File: src/rtl/reg_alu_pkg.sv
// Shared definitions for the reg_alu instruction sequencer: instruction classes,
// ALU opcodes, FSM states and instruction field positions.
package reg_alu_pkg;

    typedef enum logic [1:0] {
        CLS_ALU = 2'b00,
        CLS_LDI = 2'b01,
        CLS_RD  = 2'b10,
        CLS_RSV = 2'b11
    } instr_class_e;

    typedef enum logic [1:0] {
        OP_ADD = 2'b00,
        OP_SUB = 2'b01,
        OP_AND = 2'b10,
        OP_XOR = 2'b11
    } alu_op_e;

    typedef enum logic [2:0] {
        S_IDLE,
        S_DEC,
        S_EXEC,
        S_WB,
        S_CAP,
        S_DONE
    } state_e;

    localparam int CLS_MSB = 15;
    localparam int CLS_LSB = 14;
    localparam int OP_MSB  = 13;
    localparam int OP_LSB  = 12;
    localparam int RD_MSB  = 11;
    localparam int RD_LSB  = 9;
    localparam int RA_MSB  = 8;
    localparam int RA_LSB  = 6;
    localparam int RB_MSB  = 5;
    localparam int RB_LSB  = 3;
    localparam int IMM_W   = 9;

    typedef struct packed {
        instr_class_e cls;
        alu_op_e      op;
        logic [2:0]   rd;
        logic [2:0]   ra;
        logic [2:0]   rb;
        logic [15:0]  imm;
    } dec_t;

endpackage

File: src/rtl/reg_alu_seq_if.sv
// Host-side instruction/status bus and reg_alu control/data bus in one bundle.
interface reg_alu_seq_if #(parameter int CNT_W = 8);

    logic             instr_valid;
    logic [15:0]      instr;
    logic             instr_ready;

    logic             sel;
    logic             wr;
    logic [1:0]       op;
    logic [2:0]       rd_addr_a;
    logic [2:0]       rd_addr_b;
    logic [2:0]       wr_addr;
    logic [15:0]      d_in;
    logic [15:0]      d_out_a;
    logic [15:0]      d_out_b;
    logic             cout;

    logic [15:0]      res_a;
    logic [15:0]      res_b;
    logic             res_valid;
    logic             carry_flag;
    logic             done;
    logic             err;
    logic [CNT_W-1:0] retired;

    modport master (
        output instr_valid, instr,
        input  instr_ready, res_a, res_b, res_valid, carry_flag, done, err, retired
    );

    modport slave (
        input  instr_valid, instr, d_out_a, d_out_b, cout,
        output instr_ready, sel, wr, op, rd_addr_a, rd_addr_b, wr_addr, d_in,
               res_a, res_b, res_valid, carry_flag, done, err, retired
    );

    modport alu (
        input  sel, wr, op, rd_addr_a, rd_addr_b, wr_addr, d_in,
        output d_out_a, d_out_b, cout
    );

endinterface

File: src/rtl/reg_alu_seq_dec.sv
// Combinational instruction decoder: splits the latched word into class, op,
// register fields and the extended LDI immediate.
module reg_alu_seq_dec
    import reg_alu_pkg::*;
#(
    parameter bit IMM_SEXT = 1'b0
) (
    input  logic [15:0] instr,
    output dec_t        dec
);

    logic unused_bits;
    assign unused_bits = ^instr[RB_LSB-1:0];

    always_comb begin
        dec.cls = instr_class_e'(instr[CLS_MSB:CLS_LSB]);
        dec.op  = alu_op_e'(instr[OP_MSB:OP_LSB]);
        dec.rd  = instr[RD_MSB:RD_LSB];
        dec.ra  = instr[RA_MSB:RA_LSB];
        dec.rb  = instr[RB_MSB:RB_LSB];
        dec.imm = IMM_SEXT ? {{(16-IMM_W){instr[IMM_W-1]}}, instr[IMM_W-1:0]}
                           : {{(16-IMM_W){1'b0}}, instr[IMM_W-1:0]};
    end

endmodule

File: src/rtl/reg_alu_seq.sv
// Instruction sequencer: accepts one instruction at a time, walks it through
// DEC/EXEC/WB/CAP/DONE and drives reg_alu controls combinationally from state.
module reg_alu_seq
    import reg_alu_pkg::*;
#(
    parameter bit IMM_SEXT = 1'b0,
    parameter int CNT_W    = 8
) (
    input  logic          clk,
    input  logic          reset,
    reg_alu_seq_if.slave  bus
);

    state_e      state_q;
    state_e      state_d;
    logic [15:0] instr_q;
    dec_t        dec;

    reg_alu_seq_dec #(.IMM_SEXT(IMM_SEXT)) u_dec (
        .instr (instr_q),
        .dec   (dec)
    );

    always_ff @(posedge clk or posedge reset) begin
        if (reset) begin
            state_q <= S_IDLE;
            instr_q <= '0;
        end else begin
            state_q <= state_d;
            if (state_q == S_IDLE && bus.instr_valid) begin
                instr_q <= bus.instr;
            end
        end
    end

    always_comb begin
        state_d = state_q;
        case (state_q)
            S_IDLE: if (bus.instr_valid) state_d = S_DEC;
            S_DEC: begin
                case (dec.cls)
                    CLS_ALU, CLS_RD: state_d = S_EXEC;
                    CLS_LDI:         state_d = S_WB;
                    default:         state_d = S_DONE;
                endcase
            end
            S_EXEC:      state_d = (dec.cls == CLS_RD) ? S_CAP : S_WB;
            S_WB, S_CAP: state_d = S_DONE;
            default:     state_d = S_IDLE;
        endcase
    end

    // Controls decode from the state register, so an async reset drops wr at once.
    always_comb begin
        bus.instr_ready = (state_q == S_IDLE);
        bus.done        = (state_q == S_DONE);
        bus.sel         = 1'b0;
        bus.wr          = 1'b0;
        bus.op          = '0;
        bus.rd_addr_a   = '0;
        bus.rd_addr_b   = '0;
        bus.wr_addr     = '0;
        bus.d_in        = '0;
        case (state_q)
            S_EXEC: begin
                bus.rd_addr_a = dec.ra;
                bus.rd_addr_b = dec.rb;
                if (dec.cls == CLS_ALU) begin
                    bus.op  = dec.op;
                    bus.sel = 1'b1;
                end
            end
            S_WB: begin
                bus.wr      = 1'b1;
                bus.wr_addr = dec.rd;
                if (dec.cls == CLS_LDI) begin
                    bus.d_in = dec.imm;
                end else begin
                    bus.rd_addr_a = dec.ra;
                    bus.rd_addr_b = dec.rb;
                    bus.op        = dec.op;
                    bus.sel       = 1'b1;
                end
            end
            default: ;
        endcase
    end

    always_ff @(posedge clk or posedge reset) begin
        if (reset) begin
            bus.res_a      <= '0;
            bus.res_b      <= '0;
            bus.res_valid  <= 1'b0;
            bus.carry_flag <= 1'b0;
            bus.err        <= 1'b0;
            bus.retired    <= '0;
        end else begin
            bus.res_valid <= (state_q == S_CAP);
            if (state_q == S_CAP) begin
                bus.res_a <= bus.d_out_a;
                bus.res_b <= bus.d_out_b;
            end
            if (state_q == S_DEC && dec.cls == CLS_RSV) begin
                bus.err <= 1'b1;
            end
            if (state_q == S_DONE) begin
                bus.retired <= bus.retired + 1'b1;
                if (dec.cls == CLS_ALU) begin
                    bus.carry_flag <= bus.cout;
                end
            end
        end
    end

endmodule

File: src/flat_wrapper.sv
// flat-port wrapper written by rule: the top's interface ports become plain ports
module reg_alu_seq_flat import reg_alu_pkg::*;
#(
    parameter bit IMM_SEXT = 1'b0,
    parameter int CNT_W    = 8
)
  (clk, reset, bus_instr_valid, bus_instr, bus_d_out_a, bus_d_out_b, bus_cout, bus_instr_ready, bus_sel, bus_wr, bus_op, bus_rd_addr_a, bus_rd_addr_b, bus_wr_addr, bus_d_in, bus_res_a, bus_res_b, bus_res_valid, bus_carry_flag, bus_done, bus_err, bus_retired);
  reg_alu_seq_if #(.CNT_W(CNT_W)) bus_i ();
  input  logic clk;
  input  logic reset;
  input wire logic [$bits(bus_i.instr_valid)-1:0] bus_instr_valid;
  input wire logic [$bits(bus_i.instr)-1:0] bus_instr;
  input wire logic [$bits(bus_i.d_out_a)-1:0] bus_d_out_a;
  input wire logic [$bits(bus_i.d_out_b)-1:0] bus_d_out_b;
  input wire logic [$bits(bus_i.cout)-1:0] bus_cout;
  output wire logic [$bits(bus_i.instr_ready)-1:0] bus_instr_ready;
  output wire logic [$bits(bus_i.sel)-1:0] bus_sel;
  output wire logic [$bits(bus_i.wr)-1:0] bus_wr;
  output wire logic [$bits(bus_i.op)-1:0] bus_op;
  output wire logic [$bits(bus_i.rd_addr_a)-1:0] bus_rd_addr_a;
  output wire logic [$bits(bus_i.rd_addr_b)-1:0] bus_rd_addr_b;
  output wire logic [$bits(bus_i.wr_addr)-1:0] bus_wr_addr;
  output wire logic [$bits(bus_i.d_in)-1:0] bus_d_in;
  output wire logic [$bits(bus_i.res_a)-1:0] bus_res_a;
  output wire logic [$bits(bus_i.res_b)-1:0] bus_res_b;
  output wire logic [$bits(bus_i.res_valid)-1:0] bus_res_valid;
  output wire logic [$bits(bus_i.carry_flag)-1:0] bus_carry_flag;
  output wire logic [$bits(bus_i.done)-1:0] bus_done;
  output wire logic [$bits(bus_i.err)-1:0] bus_err;
  output wire logic [$bits(bus_i.retired)-1:0] bus_retired;
  assign bus_i.instr_valid = bus_instr_valid;
  assign bus_i.instr = bus_instr;
  assign bus_i.d_out_a = bus_d_out_a;
  assign bus_i.d_out_b = bus_d_out_b;
  assign bus_i.cout = bus_cout;
  assign bus_instr_ready = bus_i.instr_ready;
  assign bus_sel = bus_i.sel;
  assign bus_wr = bus_i.wr;
  assign bus_op = bus_i.op;
  assign bus_rd_addr_a = bus_i.rd_addr_a;
  assign bus_rd_addr_b = bus_i.rd_addr_b;
  assign bus_wr_addr = bus_i.wr_addr;
  assign bus_d_in = bus_i.d_in;
  assign bus_res_a = bus_i.res_a;
  assign bus_res_b = bus_i.res_b;
  assign bus_res_valid = bus_i.res_valid;
  assign bus_carry_flag = bus_i.carry_flag;
  assign bus_done = bus_i.done;
  assign bus_err = bus_i.err;
  assign bus_retired = bus_i.retired;
  reg_alu_seq #(.IMM_SEXT(IMM_SEXT), .CNT_W(CNT_W)) u_core (.clk(clk), .reset(reset), .bus(bus_i));
endmodule
File: config.mk
export PLATFORM = sky130hd
export DESIGN_NAME = reg_alu_seq_flat
export DESIGN_NICKNAME = d
export VERILOG_FILES = /design/src/rtl/reg_alu_pkg.sv /design/src/rtl/reg_alu_seq_if.sv /design/src/rtl/reg_alu_seq_dec.sv /design/src/rtl/reg_alu_seq.sv /design/src/flat_wrapper.sv
export SDC_FILE = /design/constraint.sdc
export NUM_CORES = 1
export LEC_CHECK = 0
export ABC_CLOCK_PERIOD_IN_PS = 3210
export CORE_UTILIZATION = 38
export CTS_CLUSTER_DIAMETER = 100
export CTS_CLUSTER_SIZE = 16
export DETAILED_ROUTE_END_ITERATION = 16
export GPL_TIMING_DRIVEN = 0
export HOLD_SLACK_MARGIN = 0.1
export PLACE_DENSITY_LB_ADDON = 0.2
export SYNTH_ARGS = -nofsm -noshare
export SYNTH_HDL_FRONTEND = slang
export SYNTH_SLANG_ARGS = --single-unit
File: constraint.sdc
create_clock -name clk -period 3.21 [get_ports clk]
set_clock_uncertainty 0.15 [all_clocks]
set_input_delay 0.642 -clock clk [delete_from_list [all_inputs] [get_ports clk]]
set_output_delay 0.642 -clock clk [all_outputs]
set_load 0.05 [all_outputs]
# [After elaboration in Yosys (flattened, before gate mapping)]
# Cells that the tools add are included.
[word_totals] ff_bits=62 word_cells=43
[classes] addsub=1 n_mux=18 reduce_logical=7 n_eq_ne=9
[ops] op="$pmux 3 s2" count=3
[ops] op="$mux 16" count=1
[ops] op="$mux 3" count=5
[ops] op="$pmux 3 s4" count=1
[ops] op="$mux 9" count=1
[ops] op="$add 8x1->8 const B" count=1
[ops] op="$eq 3x2->1 const B" count=2
[ops] op="$eq 3x3->1 const B" count=2
[ops] op="$eq 2x2->1 const B" count=2
[ops] op="$mux 2" count=2
[ops] op="$pmux 2 s2" count=1
[ops] op="$reduce_or 2->1" count=2
[ops] op="$eq 3x1->1 const B" count=1
[ops] op="$logic_not 3->1" count=1
[ops] op="$mux 1" count=3
[ops] op="$eq 2x1->1 const B" count=1
[ops] op="$logic_and 1x1->1" count=2
[ops] op="$logic_not 2->1" count=1
[ops] op="$ne 2x2->1 const B" count=1
[ops] op="$pmux 1 s2" count=1
[ops] op="$reduce_and 2->1" count=1

# [Longest topological paths before layout]
[logic_depth] word_depth=4 ltp_mapped=6 ltp_nobuf=4

# [Modules after synthesis]
# A second synthesis with hierarchy kept.
[unflattened] hier_cells=228 area_unflattened_um2=2991.6
[modules_own_cells] mod="reg_alu_seq" cells_per_inst=198 n_inst=1 area_per_inst_um2=2770.2 seq_area_each_um2=1551.5
[modules_own_cells] mod="reg_alu_seq_dec" cells_per_inst=30 n_inst=1 area_per_inst_um2=221.5 seq_area_each_um2=0.0

# [Least setup slack after synthesis]
# No wires, ideal clock.
[synth_path] path_type="flip-flop to output port" startpoint="register u_core.instr_q[15]" endpoint="output bus_op[0]" stages_incl_launch_ff=5 t_required_ns=2.418 t_arrival_ns=2.241 path_slack_ns=0.177 path_buffers=1 path_cell_list="dfrtp_1 > clkbuf_1 > or2_2 > a21oi_1 > and3_1"
[synth_between] elab_chain_cells=3
[synth_lines] element="start, declared" line_no="reg_alu_seq.sv:16" text="logic [15:0] instr_q;"
[synth_lines] element="start signal, assigned" line_no="reg_alu_seq.sv:31" text="instr_q <= bus.instr;"
[synth_lines] element="$eq 2x1->1 / $logic_not 2->1 (equally long branches)" line_no="reg_alu_seq.sv:76, reg_alu_seq.sv:68"
[synth_lines] element="$mux 2 (on tied branches)" line_no="reg_alu_seq.sv:76, reg_alu_seq.sv:68"
[synth_lines] element="$pmux 2 s2 (*)" line_no="reg_alu_seq.sv:64" text="case (state_q)"
[synth_lines] element="end, declared" line_no="flat_wrapper.sv:19" text="output wire logic [$bits(bus_i.op)-1:0] bus_op;"
# Mark *: on every way between the ends. The rest lies on a longest branch, timed or not.

# [Final worst setup path]
[layout_path] startpoint="register u_core.state_q[1]" endpoint="output bus_wr_addr[1]"
[layout_between] elab_chain_cells=2
[layout_lines] element="start, declared" line_no="reg_alu_seq.sv:14" text="state_e state_q;"
[layout_lines] element="start signal, assigned" line_no="reg_alu_seq.sv:29" text="state_q <= state_d;"
[layout_lines] element="$eq 3x2->1" line_no="reg_alu_seq.sv:64"
[layout_lines] element="$mux 3" line_no="reg_alu_seq.sv:64"
[layout_lines] element="end, declared" line_no="flat_wrapper.sv:22" text="output wire logic [$bits(bus_i.wr_addr)-1:0] bus_wr_addr;"
# No other way between the ends.

==> flow_summary.json <==
{
  "initial_utilization_pct": 39.9,
  "hold_path.class": "reg2reg",
  "cts_max_path_buffers": 2,
  "cpPeakStageDelay_ns": 0.80,
  "syn_avg_cell_area_sq_um": 13.7,
  "io_pins": 126,
  "grt_pass1_vias": 1945,
  "worst_path_dominant_cell_family": "buffers and inverters",
  "gp_congestion": 0.686,
  "mappedNetlistArea_sq_um": 2760,
  "finalSetupTns_ns": 0,
  "cp_slowest_cell": "clkdlybuf4s50_1",
  "finalCriticalPeriod_ns": 3.02,
  "fmax_mhz": 331,
  "path_cells": "buf_6 -> nor2b_2 -> and3_1 -> clkdlybuf4s50_1",
  "drtIter0Drc": 49,
  "cts_sinks": 62,
  "r2r-end": "u_core.bus.res_a[9]$_DFFE_PP0P_",
  "num_vias": 2022,
  "cp-end-kind": "primary output",
  "syn2layout_area_growth_pct": 56.4,
  "timing.final.hold_violations": 0,
  "clkTransAtPathRegs_ns": 0.07,
  "crit_fanout": 10,
  "async_reset_ff_share_pct": 100,
  "seq_area_frac_synth_pct": 56.2,
  "total_power_w": 0.00486,
  "path_buf_inv": 2,
  "synth_ff_type": "dfrtp_1",
  "rr_startpoint": "u_core.state_q[1]$_DFFE_PP0P_",
  "cts_buffers": 9,
  "track_usage_pct": 16.0,
  "hold_end": "u_core.bus.retired[7]$_DFFE_PP0P_",
  "cp-start-kind": "flip-flop",
  "maxSlewViolCount": 0,
  "worstSkewPairLatency_ns": 0.33,
  "reg2reg_depth": 4,
  "diodes": 0,
  "post-route-period-util_pct": 94.0,
  "rsz0062_at_grt": "false",
  "io_buffers": 118,
  "min-delay-start": "u_core.bus.retired[7]$_DFFE_PP0P_",
  "firstDrtPassIters": 4,
  "arrival_ns": 2.23,
  "irDropWorstVdd_mv": 0.478,
  "grt_overflow": 0,
  "syn_inst": 201,
  "cts_tree": "yes",
  "synth-seq-cells": 62,
  "ant_nets": 0,
  "h-tree-depth": 3,
  "finalSetupViolCount": 0,
  "min_path_cells": 1,
  "synth_cell_type_count": 35,
  "route.detailed.drc": 0,
  "ys_warn_count": 0,
  "vias_per_cell": 4.62,
  "worst_pin_slew_ns": 0.620,
  "die-area_sq_um": 7600,
  "run_status": "complete, no violations",
  "power_density_nw_per_um2": 1130,
  "drive_gt1_share_pct": 23.7,
  "grt_antenna_before_repair": 0,
  "fp.dieW_microns": 87.2,
  "power.leakage_nw": 2.01,
  "hpwl_mm": 4.21,
  "post-cts-setup-buffers": 0,
  "grt_pass1_wl_mm": 9.26,
  "cts_root_buf": "clkbuf_8",
  "slew_headroom_pct": 58.6,
  "worstSetupPathType": "reg2out",
  "max-cap-violations": 0,
  "synth_edf_count": 0,
  "wirelength_mm": 5.87,
  "grt_max_degree": 35,
  "chipHeight_microns": 87.2,
  "cp_data_required_time_ns": 2.42,
  "post_drt_wl_per_cell_microns": 13.4,
  "r2r_slack_ns": 1.42,
  "finalNetCount": 390,
  "core_area_sq_um": 6910,
  "rows": 30
}
==> final cells by class <==
type	instances	area (sq um)
buffer	17	159
clock buffer	13	159
clock inverter	3	42.5
fill	584	2590
inverter	3	11.3
multi-input combinational	125	1070
sequential	62	1550
tap	96	120
timing repair buffer	119	1200
==> worst max-delay path by stage <==
stage / startpoint / endpoint / slack [ns] / depth (start not counted)
after floorplan: u_core.instr_q[15]$_DFFE_PP0P_ / bus_op[0] / 0.18 / 4
after global routing: u_core.instr_q[15]$_DFFE_PP0P_ / bus_op[0] / 0.07 / 5
after detailed placement: u_core.state_q[2]$_DFFE_PP0P_ / bus_d_in[3] / -0.02 / 5
after global placement: reset / u_core.instr_q[10]$_DFFE_PP0P_ / -0.30 / 2
final: u_core.state_q[1]$_DFFE_PP0P_ / bus_wr_addr[1] / 0.19 / 4
after CTS: u_core.state_q[2]$_DFFE_PP0P_ / bus_d_in[4] / 0.005 / 5
==> per-layer routing <==
layer	GRT usage, %	part of all wire, %	up-vias
met1	20.3	45	967
met2	24.8	44	94
met5	0	0	-
met3	5.69	9.5	8
li1	-	-	953
met4	6.71	1.3	0
==> timing repair <==
action / in CTS / in global routing
resized for setup: 16 / 5
endpoints found under the setup margin: 17 / 5
hold endpoints to repair: 0 / 0
hold buffers: 0 / 0
==> placed cells by master (no fill, tap or decap), types with 2 or more instances in the layout <==
cell type / instances
xnor2_1: 4
dfrtp_1: 62
mux2_2: 35
buf_6: 7
buf_12: 2
nor3_1: 3
nor2_1: 3
mux2_1: 4
clkbuf_1: 4
nand3_1: 2
nor3_4: 2
dlygate4sd2_1: 13
and3_1: 5
inv_1: 2
nand2_1: 8
a21oi_1: 2
buf_4: 7
o21ai_0: 2
a31oi_1: 2
xor2_1: 3
mux2_4: 9
nand2b_1: 2
nand4_1: 3
clkdlybuf4s50_1: 100
conb_1: 7
clkbuf_8: 11
dlymetal6s2s_1: 5
and2_1: 18
==> synth_stat cells, drive strengths merged (3+ instances only) <==
cell	instances	area [sq um]
and3	5	31.3
nor3	5	36.3
xnor2	4	35.0
nand4	3	18.8
nand2	8	30.0
xor2	3	26.3
mux2	48	574
nor2	3	11.3
and2	18	113
inv	3	11.3
buf	15	151
dfrtp	62	1550
==> power breakdown <==
group	internal (W)	switching [W]	total, W
registers	0.00115	0.000208	0.00136
logic	0.00111	0.00170	0.00281
clock network	0.000400	0.000286	0.000686
==> registers in the layout, summed over array words and instances (netlist names) <==
name and flops:
u_core.bus.res_valid 1, u_core.instr_q 16, u_core.bus.carry_flag 1, u_core.bus.err 1, u_core.bus.res_b 16, u_core.state_q 3, u_core.bus.res_a 16, u_core.bus.retired 8
==> cells by family (layout without fill, tap and decap cells) <==
kind of cell / count (synthesis) / after routing / synth area share [%]
other cells: 1 / 7 / 0.136
buf+inv: 20 / 155 / 6.17
xor+xnor: 7 / 7 / 2.22
simple gates: 50 / 50 / 11.1
flops: 62 / 62 / 56.2
compound gates: 12 / 12 / 2.90
fa+ha+maj: 1 / 1 / 0.453
mux: 48 / 48 / 20.8
==> stage by stage <==
step	hold WS [ns]	util, %	instance area [sq um]	setup WS, ns	std cells
5_1_grt	0.344	62.5	4310	0.0743	438
4_1_cts	0.321	62.3	4300	0.00515	438
3_3_place_gp	0.306	59.1	4080	-0.298	421
3_5_place_dp	0.307	59.4	4100	-0.0200	422
2_1_floorplan	0.322	-	2780	0.177	207
6_report	0.313	62.5	4310	0.193	438
Note: power is estimated with default switching activity, not from simulation.
